==> src/rtl/round_sequencer_pkg.sv <==
// ============================================================================
// round_sequencer_pkg : state, result and peer-verdict codes for round flow
// Rev 1.0
// ============================================================================
`default_nettype none

package round_sequencer_pkg;

  typedef enum logic [3:0] {
    ST_IDLE      = 4'd0,
    ST_WAIT_PEER = 4'd1,
    ST_LOAD      = 4'd2,
    ST_ANSWER    = 4'd3,
    ST_CHECK     = 4'd4,
    ST_RESULT    = 4'd5,
    ST_GAME_OVER = 4'd6
  } state_t;

  localparam logic [1:0] c_res_none    = 2'b00;
  localparam logic [1:0] c_res_correct = 2'b01;
  localparam logic [1:0] c_res_lost    = 2'b10;
  localparam logic [1:0] c_res_draw    = 2'b11;

  localparam logic [1:0] c_peer_none    = 2'b00;
  localparam logic [1:0] c_peer_correct = 2'b01;
  localparam logic [1:0] c_peer_wrong   = 2'b10;

  function automatic logic [3:0] hp_dec(input logic [3:0] hp);
    return (hp == 4'd0) ? 4'd0 : hp - 4'd1;
  endfunction

endpackage

`default_nettype wire

==> src/rtl/round_sequencer_if.sv <==
// ============================================================================
// round_sequencer_if : button/checker/GPIO/question-DB signals of one board
// Rev 1.0
// ============================================================================
`default_nettype none

interface round_sequencer_if;
  logic       ready_in;
  logic       peer_ready_in;
  logic [1:0] peer_result_in;
  logic       q_valid;
  logic       dec_in;
  logic       correct_in;
  logic       wrong_in;
  logic       ready_out;
  logic [1:0] result_out;
  logic       q_load;
  logic       input_en;
  logic       input_clr;
  logic [3:0] state;
  logic [3:0] hp;
  logic [7:0] time_left;

  modport master (
    input  ready_in, peer_ready_in, peer_result_in, q_valid, dec_in, correct_in, wrong_in,
    output ready_out, result_out, q_load, input_en, input_clr, state, hp, time_left
  );

  modport slave (
    output ready_in, peer_ready_in, peer_result_in, q_valid, dec_in, correct_in, wrong_in,
    input  ready_out, result_out, q_load, input_en, input_clr, state, hp, time_left
  );
endinterface

`default_nettype wire

==> src/rtl/round_sequencer_sec_timer.sv <==
// ============================================================================
// round_sequencer_sec_timer : 1 s tick divider with loadable seconds down-counter
// Rev 1.0
// ============================================================================
`default_nettype none

module round_sequencer_sec_timer #(
  parameter int TICK_DIV = 50000000,
  parameter int CNT_W    = 8
) (
  input  wire logic             clk,
  input  wire logic             rst_n,
  input  wire logic             i_load,
  input  wire logic [CNT_W-1:0] i_load_val,
  input  wire logic             i_run,
  output logic      [CNT_W-1:0] o_count,
  output logic                  o_zero
);

  localparam int              TICK_W     = (TICK_DIV > 1) ? $clog2(TICK_DIV) : 1;
  localparam logic [TICK_W-1:0] c_tick_max = TICK_W'(TICK_DIV - 1);

  logic [TICK_W-1:0] r_tick;
  logic [CNT_W-1:0]  r_count;

  // Loading restarts the sub-second phase so every reload gives full seconds.
  always_ff @(posedge clk or negedge rst_n) begin
    if (!rst_n) begin
      r_tick  <= '0;
      r_count <= '0;
    end else if (i_load) begin
      r_tick  <= '0;
      r_count <= i_load_val;
    end else if (i_run) begin
      if (r_tick == c_tick_max) begin
        r_tick <= '0;
        if (r_count != '0) r_count <= r_count - 1'b1;
      end else begin
        r_tick <= r_tick + 1'b1;
      end
    end
  end

  assign o_count = r_count;
  assign o_zero  = (r_count == '0);

endmodule

`default_nettype wire

==> src/rtl/round_sequencer.sv <==
// ============================================================================
// round_sequencer : one game round - peer handshake, question fetch, timed answer, HP
// Rev 1.0
// ============================================================================
`default_nettype none

module round_sequencer
  import round_sequencer_pkg::*;
#(
  parameter int TICK_DIV   = 50000000,
  parameter int ANSWER_SEC = 30,
  parameter int RESULT_SEC = 3,
  parameter int HP_INIT    = 5
) (
  input wire logic          clk,
  input wire logic          rst_n,
  round_sequencer_if.master bus
);

  logic       r_peer_ready_s1, r_peer_ready_s2;
  logic [1:0] r_peer_result_s1, r_peer_result_s2;

  state_t     r_state;
  logic       r_ready_out;
  logic [1:0] r_result_out;
  logic       r_q_load;
  logic       r_input_en;
  logic       r_input_clr;
  logic [3:0] r_hp;

  logic       w_tmr_load;
  logic [7:0] w_tmr_val;
  logic       w_tmr_run;
  logic [7:0] w_tmr_count;
  logic       w_tmr_zero;

  logic       w_in_round;
  logic       w_peer_win;
  logic       w_lost;
  logic       w_correct;
  logic       w_wrong;
  logic [3:0] w_hp_next;
  logic       w_hp_empty;
  logic       w_enter_result;

  always_ff @(posedge clk or negedge rst_n) begin
    if (!rst_n) begin
      r_peer_ready_s1  <= 1'b0;
      r_peer_ready_s2  <= 1'b0;
      r_peer_result_s1 <= c_peer_none;
      r_peer_result_s2 <= c_peer_none;
    end else begin
      r_peer_ready_s1  <= bus.peer_ready_in;
      r_peer_ready_s2  <= r_peer_ready_s1;
      r_peer_result_s1 <= bus.peer_result_in;
      r_peer_result_s2 <= r_peer_result_s1;
    end
  end

  assign w_in_round = (r_state == ST_ANSWER) || (r_state == ST_CHECK);
  assign w_peer_win = (r_peer_result_s2 == c_peer_correct);
  assign w_lost     = w_in_round && (w_peer_win || w_tmr_zero);
  assign w_correct  = (r_state == ST_CHECK) && bus.correct_in;
  assign w_wrong    = (r_state == ST_CHECK) && bus.wrong_in;
  assign w_hp_next  = hp_dec(r_hp);
  assign w_hp_empty = (w_hp_next == 4'd0);

  // A correct verdict always reaches RESULT; a loss does unless it drains HP.
  assign w_enter_result = w_correct || (w_lost && !w_hp_empty);

  assign w_tmr_load = (r_state == ST_LOAD) || w_enter_result;
  assign w_tmr_val  = (r_state == ST_LOAD) ? 8'(ANSWER_SEC) : 8'(RESULT_SEC);
  assign w_tmr_run  = w_in_round || (r_state == ST_RESULT);

  round_sequencer_sec_timer #(
    .TICK_DIV (TICK_DIV),
    .CNT_W    (8)
  ) u_sec_timer (
    .clk        (clk),
    .rst_n      (rst_n),
    .i_load     (w_tmr_load),
    .i_load_val (w_tmr_val),
    .i_run      (w_tmr_run),
    .o_count    (w_tmr_count),
    .o_zero     (w_tmr_zero)
  );

  always_ff @(posedge clk or negedge rst_n) begin
    if (!rst_n) begin
      r_state      <= ST_IDLE;
      r_ready_out  <= 1'b0;
      r_result_out <= c_res_none;
      r_q_load     <= 1'b0;
      r_input_en   <= 1'b0;
      r_input_clr  <= 1'b0;
      r_hp         <= 4'(HP_INIT);
    end else begin
      r_q_load    <= 1'b0;
      r_input_clr <= 1'b0;
      case (r_state)
        ST_IDLE: begin
          r_result_out <= c_res_none;
          r_input_en   <= 1'b0;
          r_ready_out  <= bus.ready_in;
          if (bus.ready_in) r_state <= ST_WAIT_PEER;
        end
        ST_WAIT_PEER: begin
          if (r_peer_ready_s2) begin
            r_state     <= ST_LOAD;
            r_q_load    <= 1'b1;
            r_input_clr <= 1'b1;
          end
        end
        ST_LOAD: begin
          if (bus.q_valid) begin
            r_state    <= ST_ANSWER;
            r_input_en <= 1'b1;
          end
        end
        ST_ANSWER, ST_CHECK: begin
          // Correct beats timeout; wrong plus peer win still costs a single HP.
          if (w_correct) begin
            r_state      <= ST_RESULT;
            r_ready_out  <= 1'b0;
            r_input_en   <= 1'b0;
            r_result_out <= w_peer_win ? c_res_draw : c_res_correct;
          end else if (w_lost || w_wrong) begin
            r_hp <= w_hp_next;
            if (w_hp_empty || w_lost) begin
              r_state      <= w_hp_empty ? ST_GAME_OVER : ST_RESULT;
              r_ready_out  <= 1'b0;
              r_input_en   <= 1'b0;
              r_result_out <= c_res_lost;
            end else begin
              r_state     <= ST_ANSWER;
              r_input_en  <= 1'b1;
              r_input_clr <= 1'b1;
            end
          end else if ((r_state == ST_ANSWER) && bus.dec_in) begin
            r_state    <= ST_CHECK;
            r_input_en <= 1'b0;
          end
        end
        ST_RESULT: begin
          r_ready_out <= 1'b0;
          r_input_en  <= 1'b0;
          if (w_tmr_zero) begin
            r_state      <= ST_IDLE;
            r_result_out <= c_res_none;
          end
        end
        ST_GAME_OVER: begin
          r_ready_out  <= 1'b0;
          r_input_en   <= 1'b0;
          r_result_out <= c_res_lost;
        end
        default: begin
          r_state      <= ST_IDLE;
          r_ready_out  <= 1'b0;
          r_input_en   <= 1'b0;
          r_result_out <= c_res_none;
        end
      endcase
    end
  end

  assign bus.ready_out  = r_ready_out;
  assign bus.result_out = r_result_out;
  assign bus.q_load     = r_q_load;
  assign bus.input_en   = r_input_en;
  assign bus.input_clr  = r_input_clr;
  assign bus.state      = r_state;
  assign bus.hp         = r_hp;
  assign bus.time_left  = w_tmr_count;

endmodule

`default_nettype wire
==> src/flat_wrapper.sv <==
// flat-port wrapper written by rule: the top's interface ports become plain ports
module round_sequencer_flat import round_sequencer_pkg::*;
#(
  parameter int TICK_DIV   = 50000000,
  parameter int ANSWER_SEC = 30,
  parameter int RESULT_SEC = 3,
  parameter int HP_INIT    = 5
)
  (clk, rst_n, bus_ready_in, bus_peer_ready_in, bus_peer_result_in, bus_q_valid, bus_dec_in, bus_correct_in, bus_wrong_in, bus_ready_out, bus_result_out, bus_q_load, bus_input_en, bus_input_clr, bus_state, bus_hp, bus_time_left);
  round_sequencer_if bus_i ();
  input wire logic clk;
  input wire logic rst_n;
  input wire logic [$bits(bus_i.ready_in)-1:0] bus_ready_in;
  input wire logic [$bits(bus_i.peer_ready_in)-1:0] bus_peer_ready_in;
  input wire logic [$bits(bus_i.peer_result_in)-1:0] bus_peer_result_in;
  input wire logic [$bits(bus_i.q_valid)-1:0] bus_q_valid;
  input wire logic [$bits(bus_i.dec_in)-1:0] bus_dec_in;
  input wire logic [$bits(bus_i.correct_in)-1:0] bus_correct_in;
  input wire logic [$bits(bus_i.wrong_in)-1:0] bus_wrong_in;
  output wire logic [$bits(bus_i.ready_out)-1:0] bus_ready_out;
  output wire logic [$bits(bus_i.result_out)-1:0] bus_result_out;
  output wire logic [$bits(bus_i.q_load)-1:0] bus_q_load;
  output wire logic [$bits(bus_i.input_en)-1:0] bus_input_en;
  output wire logic [$bits(bus_i.input_clr)-1:0] bus_input_clr;
  output wire logic [$bits(bus_i.state)-1:0] bus_state;
  output wire logic [$bits(bus_i.hp)-1:0] bus_hp;
  output wire logic [$bits(bus_i.time_left)-1:0] bus_time_left;
  assign bus_i.ready_in = bus_ready_in;
  assign bus_i.peer_ready_in = bus_peer_ready_in;
  assign bus_i.peer_result_in = bus_peer_result_in;
  assign bus_i.q_valid = bus_q_valid;
  assign bus_i.dec_in = bus_dec_in;
  assign bus_i.correct_in = bus_correct_in;
  assign bus_i.wrong_in = bus_wrong_in;
  assign bus_ready_out = bus_i.ready_out;
  assign bus_result_out = bus_i.result_out;
  assign bus_q_load = bus_i.q_load;
  assign bus_input_en = bus_i.input_en;
  assign bus_input_clr = bus_i.input_clr;
  assign bus_state = bus_i.state;
  assign bus_hp = bus_i.hp;
  assign bus_time_left = bus_i.time_left;
  round_sequencer #(.TICK_DIV(TICK_DIV), .ANSWER_SEC(ANSWER_SEC), .RESULT_SEC(RESULT_SEC), .HP_INIT(HP_INIT)) u_core (.clk(clk), .rst_n(rst_n), .bus(bus_i));
endmodule
==> config.mk <==
export PLATFORM = sky130hd
export DESIGN_NAME = round_sequencer_flat
export DESIGN_NICKNAME = d
export VERILOG_FILES = /design/src/rtl/round_sequencer_pkg.sv /design/src/rtl/round_sequencer_if.sv /design/src/rtl/round_sequencer_sec_timer.sv /design/src/rtl/round_sequencer.sv /design/src/flat_wrapper.sv
export SDC_FILE = /design/constraint.sdc
export NUM_CORES = 1
export LEC_CHECK = 0
export BUFFER_PORTS_ARGS = -buffer_cell sky130_fd_sc_hd__buf_2
export CAP_MARGIN = 20
export CORE_MARGIN = 2
export CORE_UTILIZATION = 52
export DETAILED_ROUTE_END_ITERATION = 6
export GPL_TIMING_DRIVEN = 1
export PLACE_DENSITY = 0.73
export SETUP_SLACK_MARGIN = 0.05
export SYNTH_ARGS = -nofsm -noshare
export SYNTH_HDL_FRONTEND = slang
export SYNTH_SLANG_ARGS = --single-unit
==> constraint.sdc <==
create_clock -name clk -period 2.02 [get_ports clk]
set_input_delay 0.202 -clock clk [delete_from_list [all_inputs] [get_ports clk]]
set_output_delay 0.202 -clock clk [all_outputs]
set_load 0.05 [all_outputs]
==> results.ini <==
[job]
maxCapViolCount = 0

[synth]
syn-num-nets = 315
synth_top_area_cell = dfrtp_1
syn_inst = 303
yosys.cell_types.count = 56
yosys.area.top_type_share_pct = 45.52
synth-seq-cells = 53
synth_top_family_by_area = simple AND/OR/NAND/NOR gates
syn_area_per_cell_um2 = 9.254
synthMuxAreaShare_pct = 1.116
synth-edff-count = 0
syn_area_um2 = 2804
synth-async-reset-ratio_pct = 100.0
ys_seq_area_share_pct = 47.39
synth_compound_area_share_pct = 13.52
ys.flop_type = dfrtp_1
ys_top_cells_by_area = dfrtp_1 (46%), nor2_1 (7.4%), xor2_1 (4.4%)
yosys.area_share.xor_xnor_pct = 7.184
synth-simple-area-share_pct = 27.35
yosysMostFrequentCell = nor2_1
synth_fa_ha_area_share_pct = 0.8925
synth_warnings = 0
ys_top_cells_by_count = nor2_1 (55), dfrtp_1 (51), nand2_1 (27)

[grt]
grt_pass1_wl_mm = 11.36
grt_pass1_vias = 2431
antenna_found_initial = 0
gr-total-overflow = 0
grt_use_total_pct = 23.80
grt_max_degree = 25

[worst_setup_path]
critPathArrivalTime_ps = 2430
cp.buffers_inverters = 0
crit_fanout = 7
crit_path_start_kind = register
cp.required_ps = 2220
critPathTopFamily = compound AO/OA/AOI/OAI gates
worstSetupPathType = register to register
crit_chain = or4_4, o32ai_4, a21o_1, a21o_4, o22ai_2, a32o_1
cp_slowest_cell = or4_4
max_stage_delay_ps = 580
end_kind = register

[cells_and_area]
layout.nets = 399
fin_area_um2 = 3815
synthToLayoutAreaGrowth_pct = 36.06
fillCellCount = 358
diodes = 0
drive_above_1_share_pct = 38.66

[placed_design]
dpl_cell_area_um2 = 3373
gp_congestion = 0.8558
hpwl_mm = 4.726
io_buffers = 30

[timing]
hold_viol = 0
setup-tns-final_ps = -3544
tightest_slew_ps = 564.0
worst_slack_ps = -210.7
relSlewSlack_pct = 62.40
hold_slack_ps = 174.1
finClkSkew_ps = 8.768
fmax_mhz = 448.3
rsz0062_at_grt = true
finalCritPeriodShare_pct = 110.4
period_minus_slack_ps = 2231
setup_violations = 42
slew_viol_final = 0

[die]
die_h_um = 77.43
fp.dieArea_um2 = 5995
core-area_um2 = 5140
io_pins = 32
initial_core_util_pct = 54.55
rows = 26
dieWidth_um = 77.43

[clock_network]
insertion_delay_ps = 300
cts_buffer_depth = 2
clock-root-buffer = clkbuf_8
h-tree-depth = 2
clk_pin_slew_ps = 90
cts_inserted_buffers = 5
cts.sinks = 53
cts_tree = yes

[power]
peakVddDrop_uv = 1106
p_sw_mw = 2.120
powerDensity_nw_per_um2 = 1239
p_sw_share_pct = 44.85
total_leakage_power_nw = 1.706
pwr-share-seq_pct = 29.0
p_comb_share_pct = 58.9
internal_power_mw = 2.607
pwr-share-clk_pct = 12.1

[drt]
wl_per_cell_um = 15.35
dr.first_iter.drc_count = 140
route.detailed.drc = 0
ant_nets = 0
drtPass1Iterations = 4
num_vias = 2536
wirelength_mm = 7.032
vias_per_cell = 5.537

[outcome]
violations = setup timing
outcome = complete, but fails checks

[hold_path]
min_path_type = input port to register

==> path summary, 6_finish.rpt <==
check / startpoint / endpoint / slack (ps) / cells after the start
min in group asynchronous: rst_n / u_core.u_sec_timer.o_count[0] / 410 / 2
max: u_core.u_sec_timer.o_count[5] / u_core.u_sec_timer.r_tick[10] / -210 / 6
max in group asynchronous: rst_n / u_core.u_sec_timer.r_tick[3] / 970 / 3
max reg2reg: u_core.u_sec_timer.o_count[5] / u_core.u_sec_timer.r_tick[10] / -210 / 6
min: bus_ready_in / u_core.bus.ready_out / 170 / 2
min reg2reg: u_core.r_peer_ready_s1 / u_core.r_peer_ready_s2 / 350 / 0
==> metal layers <==
| layer | part of all wire, % | up-vias | GRT usage, % | wire [µm] |
|---|---|---|---|---|
| li1 | - | 1223 | - | - |
| met1 | 46 | 1246 | 32.55 | 3232 |
| met2 | 49 | 56 | 38.87 | 3413 |
| met3 | 4.1 | 11 | 4.302 | 286 |
| met4 | 1.4 | 0 | 6.964 | 99 |
| met5 | 0 | - | 0 | 0 |
==> kinds of logic after synthesis <==
| family | count (synthesis) |
|---|---|
| muxes | 3 |
| and+or+nand+nor | 154 |
| other | 1 |
| DFF | 53 |
| AOI/OAI and AO/OA | 52 |
| adders and majority gates | 2 |
| xor gates and xnor gates | 23 |
| buffers and inverters | 15 |
==> flip-flops by register name, indices dropped and copies added, names as in the netlist <==
signal and cells:
u_core.u_sec_timer.r_tick 26, u_core.r_peer_result_s2 2, u_core.bus.hp 4, u_core.r_peer_result_s1 2, u_core.bus.q_load 1, u_core.bus.result_out 2, u_core.u_sec_timer.o_count 8, u_core.bus.state 3
u_core.bus.input_clr 1, u_core.bus.ready_out 1, u_core.r_peer_ready_s1 1, u_core.bus.input_en 1, u_core.r_peer_ready_s2 1
==> through the flow <==
step	util, %	power (mW)	setup WS (ps)	std cells
final	74.22	4.727	-210.7	458
after global routing	74.22	4.973	-251.1	458
after CTS	70.69	4.432	-179.2	451
after detailed placement	65.63	3.605	-141.1	434
after global placement	65.63	3.567	-97.85	434
after floorplan	-	2.965	-234.0	303
==> worst register-to-register path, cell delays in order (launching register included) <==
cell and delay, ps:
dfrtp_2 410, or4_4 580, o32ai_4 310, a21o_1 280
a21o_4 200, o22ai_2 100, a32o_1 230
==> layout by cell type, fill, tap and decap left out, types with 4 or more instances in the layout <==
cell	instances
dfrtp_1	43
xor2_1	14
inv_1	8
nand2_1	27
buf_6	12
xnor2_1	9
nor2_1	29
dfrtp_2	8
a21oi_2	5
o21ai_1	7
nand2b_1	5
dlygate4sd3_1	4
buf_4	35
buf_2	30
nor3_1	8
a21oi_1	9
clkbuf_8	5
and3_1	5
nand3_1	17
nand4_1	4
nor2_2	19
nor2_4	7
a21o_1	5
==> power groups by stage <==
stage	Clock, mW	Sequential (mW)	Combinational [mW]
after floorplan	0	1.86	1.11
after global placement	0	1.37	2.19
after detailed placement	0	1.38	2.23
after CTS	0.588	1.37	2.47
after global routing	0.617	1.39	2.96
final	0.572	1.37	2.78
==> area by class of cell <==
class | count | area (µm²) | share of cell area [%]
Multi-Input combinational cell | 235 | 1630 | 42.74
Inverter | 8 | 30.03 | 0.7871
Timing Repair Buffer | 84 | 648.1 | 16.99
Tap cell | 70 | 87.58 | 2.296
Clock buffer | 8 | 80.08 | 2.099
Sequential cell | 53 | 1339 | 35.09
==> what timing repair did <==
action,CTS,global route
hold buffers,4,0
endpoints found under the setup margin,41,46
pin swaps,8,9
gates cloned,1,0
buffers inserted,5,10
hold endpoints to repair,23,0
resized for setup,33,42
Power figures use the tool's default switching activity.
